`src/rtl/seq_mult_pkg.sv`:
```
// seq_mult_pkg: shared state encoding and legal WIDTH range for seq_mult_shift_add
package seq_mult_pkg;
  typedef enum logic [1:0] {IDLE, CALC, DONE} mult_state_t;
  localparam int WIDTH_MIN = 2;
  localparam int WIDTH_MAX = 32;
endpackage

```
`src/rtl/seq_mult_shift_add_rca.sv`:
```
// rca_adder: N-bit ripple-carry adder built from full-adder cells
module rca_adder #(
  parameter int N = 4
) (
  input  logic [N-1:0] a,
  input  logic [N-1:0] b,
  input  logic         cin,
  output logic [N-1:0] sum,
  output logic         cout
);
  logic [N:0] c;
  assign c[0] = cin;
  for (genvar i = 0; i < N; i++) begin : g_fa
    assign sum[i]   = a[i] ^ b[i] ^ c[i];
    assign c[i+1]   = (a[i] & b[i]) | (c[i] & (a[i] ^ b[i]));
  end
  assign cout = c[N];
endmodule

```
`src/rtl/seq_mult_shift_add.sv`:
```
// seq_mult_shift_add: shift-and-add multiplier, WIDTH steps per product; SEQ_MULT_SIGNED_EN selects two's complement
module seq_mult_shift_add
  import seq_mult_pkg::*;
#(
  parameter int WIDTH = 8
) (
  input  logic               clk,
  input  logic               rst_n,
  input  logic               in_valid,
  output logic               in_ready,
  input  logic [WIDTH-1:0]   in_a,
  input  logic [WIDTH-1:0]   in_b,
  output logic               out_valid,
  input  logic               out_ready,
  output logic [2*WIDTH-1:0] out_p
);
  localparam int CW = $clog2(WIDTH);

  if (WIDTH < WIDTH_MIN || WIDTH > WIDTH_MAX) begin : g_width_chk
    $error("seq_mult_shift_add: WIDTH out of range");
  end

  mult_state_t      state_q, state_d;
  logic [WIDTH-1:0] m_q, m_d, q_q, q_d;
  logic [WIDTH:0]   a_q, a_d, addend, sum;
  logic [CW-1:0]    cnt_q, cnt_d;
  logic             last, cin, cout, msb_in;

  assign last = cnt_q == CW'(WIDTH - 1);

  rca_adder #(.N(WIDTH + 1)) u_add (
    .a(a_q), .b(addend), .cin(cin), .sum(sum), .cout(cout)
  );

  // adder operand select and the bit shifted into A's MSB
  always_comb begin
`ifdef SEQ_MULT_SIGNED_EN
    addend = q_q[0] ? (last ? ~{m_q[WIDTH-1], m_q} : {m_q[WIDTH-1], m_q}) : '0;
    cin    = q_q[0] & last;
    msb_in = a_q[WIDTH] ^ addend[WIDTH] ^ cout;
`else
    addend = q_q[0] ? {1'b0, m_q} : '0;
    cin    = 1'b0;
    msb_in = cout;
`endif
  end

  // next-state and datapath update
  always_comb begin
    state_d = state_q;
    m_d     = m_q;
    a_d     = a_q;
    q_d     = q_q;
    cnt_d   = cnt_q;
    unique case (state_q)
      IDLE: if (in_valid) begin
        state_d = CALC;
        m_d     = in_a;
        q_d     = in_b;
        a_d     = '0;
        cnt_d   = '0;
      end
      CALC: begin
        a_d     = {msb_in, sum[WIDTH:1]};
        q_d     = {sum[0], q_q[WIDTH-1:1]};
        cnt_d   = cnt_q + 1'b1;
        state_d = last ? DONE : CALC;
      end
      DONE: state_d = out_ready ? IDLE : DONE;
      default: state_d = IDLE;
    endcase
  end

  // state registers with synchronous active-low reset
  always_ff @(posedge clk) begin
    if (!rst_n) begin
      state_q <= IDLE;
      m_q     <= '0;
      a_q     <= '0;
      q_q     <= '0;
      cnt_q   <= '0;
    end else begin
      state_q <= state_d;
      m_q     <= m_d;
      a_q     <= a_d;
      q_q     <= q_d;
      cnt_q   <= cnt_d;
    end
  end

  assign in_ready  = state_q == IDLE;
  assign out_valid = state_q == DONE;
  assign out_p     = {a_q[WIDTH-1:0], q_q};
endmodule

```
`config.mk`:
```
export PLATFORM = sky130hd
export DESIGN_NAME = seq_mult_shift_add
export DESIGN_NICKNAME = d
export VERILOG_FILES = /design/src/rtl/seq_mult_pkg.sv /design/src/rtl/seq_mult_shift_add_rca.sv /design/src/rtl/seq_mult_shift_add.sv
export SDC_FILE = /design/constraint.sdc
export NUM_CORES = 1
export LEC_CHECK = 0
export BUFFER_PORTS_ARGS = -buffer_cell sky130_fd_sc_hd__buf_2
export CAP_MARGIN = 20
export CORE_ASPECT_RATIO = 0.7
export CORE_UTILIZATION = 25
export CTS_CLUSTER_DIAMETER = 40
export CTS_CLUSTER_SIZE = 24
export DETAILED_ROUTE_END_ITERATION = 10
export HOLD_SLACK_MARGIN = 0.06
export PLACE_DENSITY_LB_ADDON = 0.12
export SLEW_MARGIN = 20
export SYNTH_ARGS = -nofsm -noshare
export SYNTH_HDL_FRONTEND = slang
export SYNTH_HIERARCHICAL = 1
export SYNTH_SLANG_ARGS = --single-unit
```
`constraint.sdc`:
```
create_clock -name clk -period 4.1 [get_ports clk]
set_clock_uncertainty 0.15 [all_clocks]
set_input_delay 0.82 -clock clk [delete_from_list [all_inputs] [get_ports clk]]
set_output_delay 0.82 -clock clk [all_outputs]
set_load 0.02 [all_outputs]
```
==> results of run 1 <==
## timing repair
item	in CTS	in global routing
buffers inserted	0	0
setup endpoints to repair	1	1
resized for setup	2	7
pin swaps	0	0
## report_power, final
group,total [uW],switching (uW),internal [uW]
Combinational,72.1,41.3,30.8
Sequential,319,13.3,306
Clock,246,111,135
## sequential cells by signal, indices dropped and copies added (netlist names)
signal and cells:
state_q 2, m_q 8, a_q 9, q_q 8, cnt_q 3
## layer usage
layer	share of wire (%)	wire, um	GRT usage (%)
met5	0	0	0
met4	1.7	53	5.04
met3	5.6	174	4.50
met2	42	1310	14.4
met1	51	1600	15.6
## tightest hold or removal path: cells and delay by family (launching register included)
family	cells	cell delay, ps
DFF	1	310
and+or+nand+nor	1	50
AOI/OAI and AO/OA	1	50
## logic make-up after synthesis
logic type                 synth area share (%)
AOI/OAI and AO/OA                          16.7
and+or+nand+nor                            12.7
DFF                                        39.2
buffers and inverters                      11.1
adders and majority gates                  13.4
muxes                                      6.61
other                                     0.245
## per-stage QoR
stage                     TNS, ps  hold WS, ps  setup WS, ps  area [sq um]  power (uW)
after CTS                       0          303          4.72          1800         649
after detailed placement    -65.6          293         -65.6          1710         398
after global placement      -25.5          286         -25.5          1710         397
after global routing            0          319          15.5          1810         677
final                           0          299           116          1810         637
after floorplan                 0          274          6.77          1550         376
## area by class of cell
type	count	area [sq um]
Clock buffer	7	86.3
Clock inverter	1	5.00
Fill cell	627	4000
Multi-Input combinational cell	94	788
Inverter	11	41.3
Sequential cell	30	606
Tap cell	75	93.8
Timing Repair Buffer	38	193
## Yosys cell counts, drive strengths merged, types with 2 or more instances
cell type  number
nand2           8
dfxtp          30
clkbuf          2
fa              9
nor2b           2
and2           10
a22o           11
nor2            2
o211ai          8
mux2i           9
buf            15
inv            11
o21ai          17
ha              2
nand3           8
## path summary, 6_finish.rpt
| check | startpoint | end | slack (ps) | depth (start not counted) |
|---|---|---|---|---|
| worst max-delay path | q_q[0] | a_q[7] | 120 | 15 |
| worst min-delay path | m_q[4] | m_q[4] | 300 | 2 |
| worst max register to register | q_q[0] | a_q[7] | 120 | 15 |
| worst min register to register | m_q[4] | m_q[4] | 300 | 2 |
==> impl_metrics.tcl, run 1 <==
set metrics [dict create \
    grtUsageTotal_pct 11.1 \
    via_count 1087 \
    cts_tree "yes" \
    cts-root-buf "clkbuf_8" \
    coreArea_sq_mm 0.00581 \
    routed_wl_mm 3.14 \
    synth_edf_count 0 \
    synth_seq_area_share_pct 39.2 \
    cp.required_ps 4180 \
    setup_viol 0 \
    rows 23 \
    maxSlewViolCount 0 \
    critPathBufInv 4 \
    layout_commonest_cell "buf_2" \
    syn_area_sq_mm 0.00153 \
    period_share_pct 97.2 \
    crit_path_cell_trace "and2_4 > fa_2 > inv_1 > fa_2 > inv_2 > fa_2 > fa_2 > fa_2 > fa_2 > fa_2 > fa_2 > inv_2 > fa_1 > inv_1 > a22o_1" \
    clkSlewWorstSetupHoldPaths_ps 60 \
    worst_slew_pin_slew_ps 854 \
    slowest_delay_ps 400 \
    yosysTopAreaCell "dfxtp_1" \
    netlist_instances 151 \
    yosysWarningCount 6 \
    synth_ff_type "dfxtp_1" \
    diodes 0 \
    cp_top_family "adder cells" \
    path_max_fanout 2 \
    final_nets 211 \
    p_per_area_mw_per_mm2 352 \
    rsz0062_at_grt "no" \
    pin_count 38 \
    synth_top_area_share_pct 39.2 \
    path_class "flip-flop to flip-flop" \
    startpoint_type "flip-flop" \
    fmax_mhz 251 \
    drive_above_1_share_pct 34.3 \
    maxCapViolations 0 \
    finalHoldViolCount 0 \
    leakagePower_uw 0.000786 \
    die_y_um 67.5 \
    ant_nets 0 \
    firstDrtPassIters 4 \
    wire_per_inst_um 12.2 \
    grt_pass1_wl_mm 5.20 \
    cts.sinks 30 \
    hpwl_mm 2.32 \
    cp.arrival_ps 4060 \
    die_area_sq_mm 0.00645 \
    grt_pass1_vias 1002 \
    crit_slowest_cell "fa_1" \
    synth_area_leaders "dfxtp_1 (39%), fa_1 (12%), a22o_1 (6.3%)" \
    relSlewSlack_pct 43.0 \
    placed_cells 248 \
    endpoint_kind "flip-flop" \
    ctsHoldBuffers 0 \
    netlist-cell-type-count 27 \
    layout.cells.most_common_list "buf_2 (37), dfxtp_1 (28), o21ai_0 (14)" \
    ir_drop_mv 0.0926 \
    avgSynthCellArea_sq_um 10.2 \
    fin_util_pct 31.2 \
    antenna_found_initial 0 \
    async_flop_share_pct 0 \
    cpMostUsedCell "fa_2" \
    cts_buffers 5 \
    drt-vias-per-instance 4.25 \
    io_buffers 37 \
    synth_seq_cells 30 \
    outcome "completed" \
    clockBufferDepth 2 \
    die_x_um 95.6 \
    hp-class "flip-flop to flip-flop" \
    grt_overflow 0 \
    clk_latency_ps 280 \
    start_util_pct 26.4 \
    fin_crit_ps 3980 \
    htreeDepth 2 \
    grt_max_degree 28 \
    gp_congestion 0.645 \
    final_cells 256 \
    syn2layout_area_growth_pct 18.3 \
    drc_errors 0 \
    drtIter0Drc 40 \
]
Power figures use the tool's default switching activity.
==> inputs of run 2 (changes only) <==
ABC_AREA = 1   (was default)
GPL_ROUTABILITY_DRIVEN = 0   (was default)
MAX_ROUTING_LAYER = met4   (was default)
==> impl_metrics.tcl, run 2 <==
set metrics [dict create \
    synth_ff_type "dfxtp_1" \
    rsz0062_at_grt "yes" \
    grt_use_met1_pct 18.7 \
    wire_per_inst_um 10.8 \
    synth_seq_area_share_pct 35.1 \
    htreeDepth 2 \
    syn_area_sq_mm 0.00171 \
    grtUsageTotal_pct 11.9 \
    synth_area_leaders "dfxtp_1 (35%), nand2_1 (12%), fa_1 (11%)" \
    r2r-start "q_q[0]" \
    crit_path_cell_trace "nand2_2 > inv_2 > fa_2 > inv_2 > fa_2 > inv_2 > fa_2 > fa_2 > fa_2 > fa_2 > fa_2 > fa_2 > inv_2 > fa_1 > inv_1 > nand2_2 > a21oi_2" \
    placed_cells 339 \
    rows 24 \
    antenna_found_initial 0 \
    die_y_um 71.2 \
    leakagePower_uw 0.000967 \
    drc_errors 0 \
    drt-vias-per-instance 3.75 \
    met3_usage_pct 3.80 \
    final_cells 346 \
    layout_commonest_cell "nand2_1" \
    grt_pass1_wl_mm 6.22 \
    cpMostUsedCell "fa_2" \
    drive_above_1_share_pct 32.9 \
    fmax_mhz 246 \
    clockBufferDepth 2 \
    yosysWarningCount 6 \
    cp.required_ps 4160 \
    busiest_layer "met1" \
    crit_slowest_cell "fa_1" \
    firstDrtPassIters 4 \
    drtIter0Drc 24 \
    routed_wl_mm 3.75 \
    period_share_pct 99.0 \
    setup_viol 0 \
    final_nets 286 \
    largest_register_ff_count 9 \
    ir_drop_mv 0.0993 \
    coreArea_sq_mm 0.00643 \
    ctsHoldBuffers 0 \
    maxCapViolations 0 \
    synth_common_cells "nand2_1 (55), nor2_1 (37), dfxtp_1 (30)" \
    path_max_fanout 2 \
    final_area_sq_mm 0.00199 \
    cts-root-buf "clkbuf_8" \
    yosysTopAreaCell "dfxtp_1" \
    worst_r2r_endpoint "a_q[7]" \
    async_flop_share_pct 0 \
    worst_slew_pin_slew_ps 703 \
    avgSynthCellArea_sq_um 7.61 \
    die_area_sq_mm 0.00719 \
    slowest_delay_ps 390 \
    cp.arrival_ps 4120 \
    endpoint_kind "flip-flop" \
    clkSlewWorstSetupHoldPaths_ps 60 \
    placed_area_sq_mm 0.00191 \
    reg2reg_depth 17 \
    die_x_um 101 \
    cts_tree "yes" \
    startpoint_type "flip-flop" \
    syn2layout_area_growth_pct 16.3 \
    hold_slack_ps 323 \
    cts_buffers 5 \
    grtUsageMet2_pct 13.1 \
    top_register "a_q" \
    ant_nets 0 \
    cts.sinks 30 \
    synth_seq_cells 30 \
    grt_overflow 0 \
    netlist-cell-type-count 22 \
    cp-endpoint "a_q[7]" \
    layout.cells.most_common_list "nand2_1 (54), nor2_1 (37), buf_2 (37)" \
    synth_top_area_share_pct 35.1 \
    fin_crit_ps 4060 \
    pin_count 38 \
    netlist_instances 225 \
    critPathLaunch "q_q[0]" \
    grt_pass1_vias 1199 \
    cts_setup_buffers 0 \
    hpwl_mm 2.74 \
    maxSlewViolCount 0 \
    grt_max_degree 29 \
    synth.most_common_cell "nand2_1" \
    reg_top3 "a_q x9, m_q x8, q_q x8" \
    path_class "flip-flop to flip-flop" \
    synth_edf_count 0 \
    diodes 0 \
    power_uw 661 \
    hp-class "flip-flop to flip-flop" \
    start_util_pct 26.6 \
    clk_latency_ps 280 \
    io_buffers 37 \
    finalHoldViolCount 0 \
    relSlewSlack_pct 53.0 \
    via_count 1298 \
    outcome "completed" \
    rrSetupSlack_ps 40 \
    p_per_area_mw_per_mm2 332 \
]
run 2: layout make-up:
cell class / instances / area (sq um)
Timing Repair Buffer: 39 / 200
Clock buffer: 7 / 76.3
Multi-Input combinational cell: 147 / 870
Fill cell: 733 / 4440
Tap cell: 91 / 114
Inverter: 32 / 125
Sequential cell: 30 / 606
run 2: layer usage:
metal  up-vias  part of all wire (%)
met2        27                    36
met1       545                    58
met3         7                   4.7
met5         -                     0
met4         0                   1.7
li1        719                     -
run 2: worst min-delay path by stage:
stage	startpoint	end	slack, ps	cells after the start
2_1_floorplan	a_q[8]	a_q[8]	300	2
3_3_place_gp	a_q[8]	a_q[8]	320	2
4_1_cts	a_q[8]	a_q[8]	320	2
5_1_grt	cnt_q[2]	cnt_q[2]	340	2
6_report	a_q[8]	a_q[8]	320	2
3_5_place_dp	a_q[8]	a_q[8]	310	2
run 2: kinds of logic (layout without fill, tap and decap cells):
logic type	count (synthesis)	after routing	synth area share, %
AOI/OAI and AO/OA	23	23	9.72
adders and majority gates	11	11	12.0
other	1	2	0.219
buffers and inverters	49	78	15.6
DFF	30	30	35.1
and+or+nand+nor	111	111	27.3
run 2: power breakdown:
group	internal, uW	switching (uW)	total [uW]
registers	310	16.0	326
logic	41.4	72.3	114
clock network	117	105	222
total	468	194	661
run 2: critical path: cells and delay by family, from the launching register on:
family	cells	cell delay (ps)
AO/OA/AOI/OAI	1	120
adder cells (fa/ha/maj)	9	3010
buffers and inverters	5	270
flip-flops	1	340
AND/OR/NAND/NOR	2	100
run 2: what timing repair did:
action                                  4_1_cts  5_1_grt
gates cloned                                  0        0
endpoints found under the setup margin        1        1
resized for setup                             0        3
pin swaps                                     4        0
run 2: stage by stage:
step	util (%)	TNS, ps	worst slack (ps)
detailed placement	29.7	-80.4	-80.4
CTS	30.9	0	4.25
global route	31.0	-113	-113
global placement	29.7	-60.8	-60.8
finish	31.0	0	41.3
floorplan	-	0	51.6
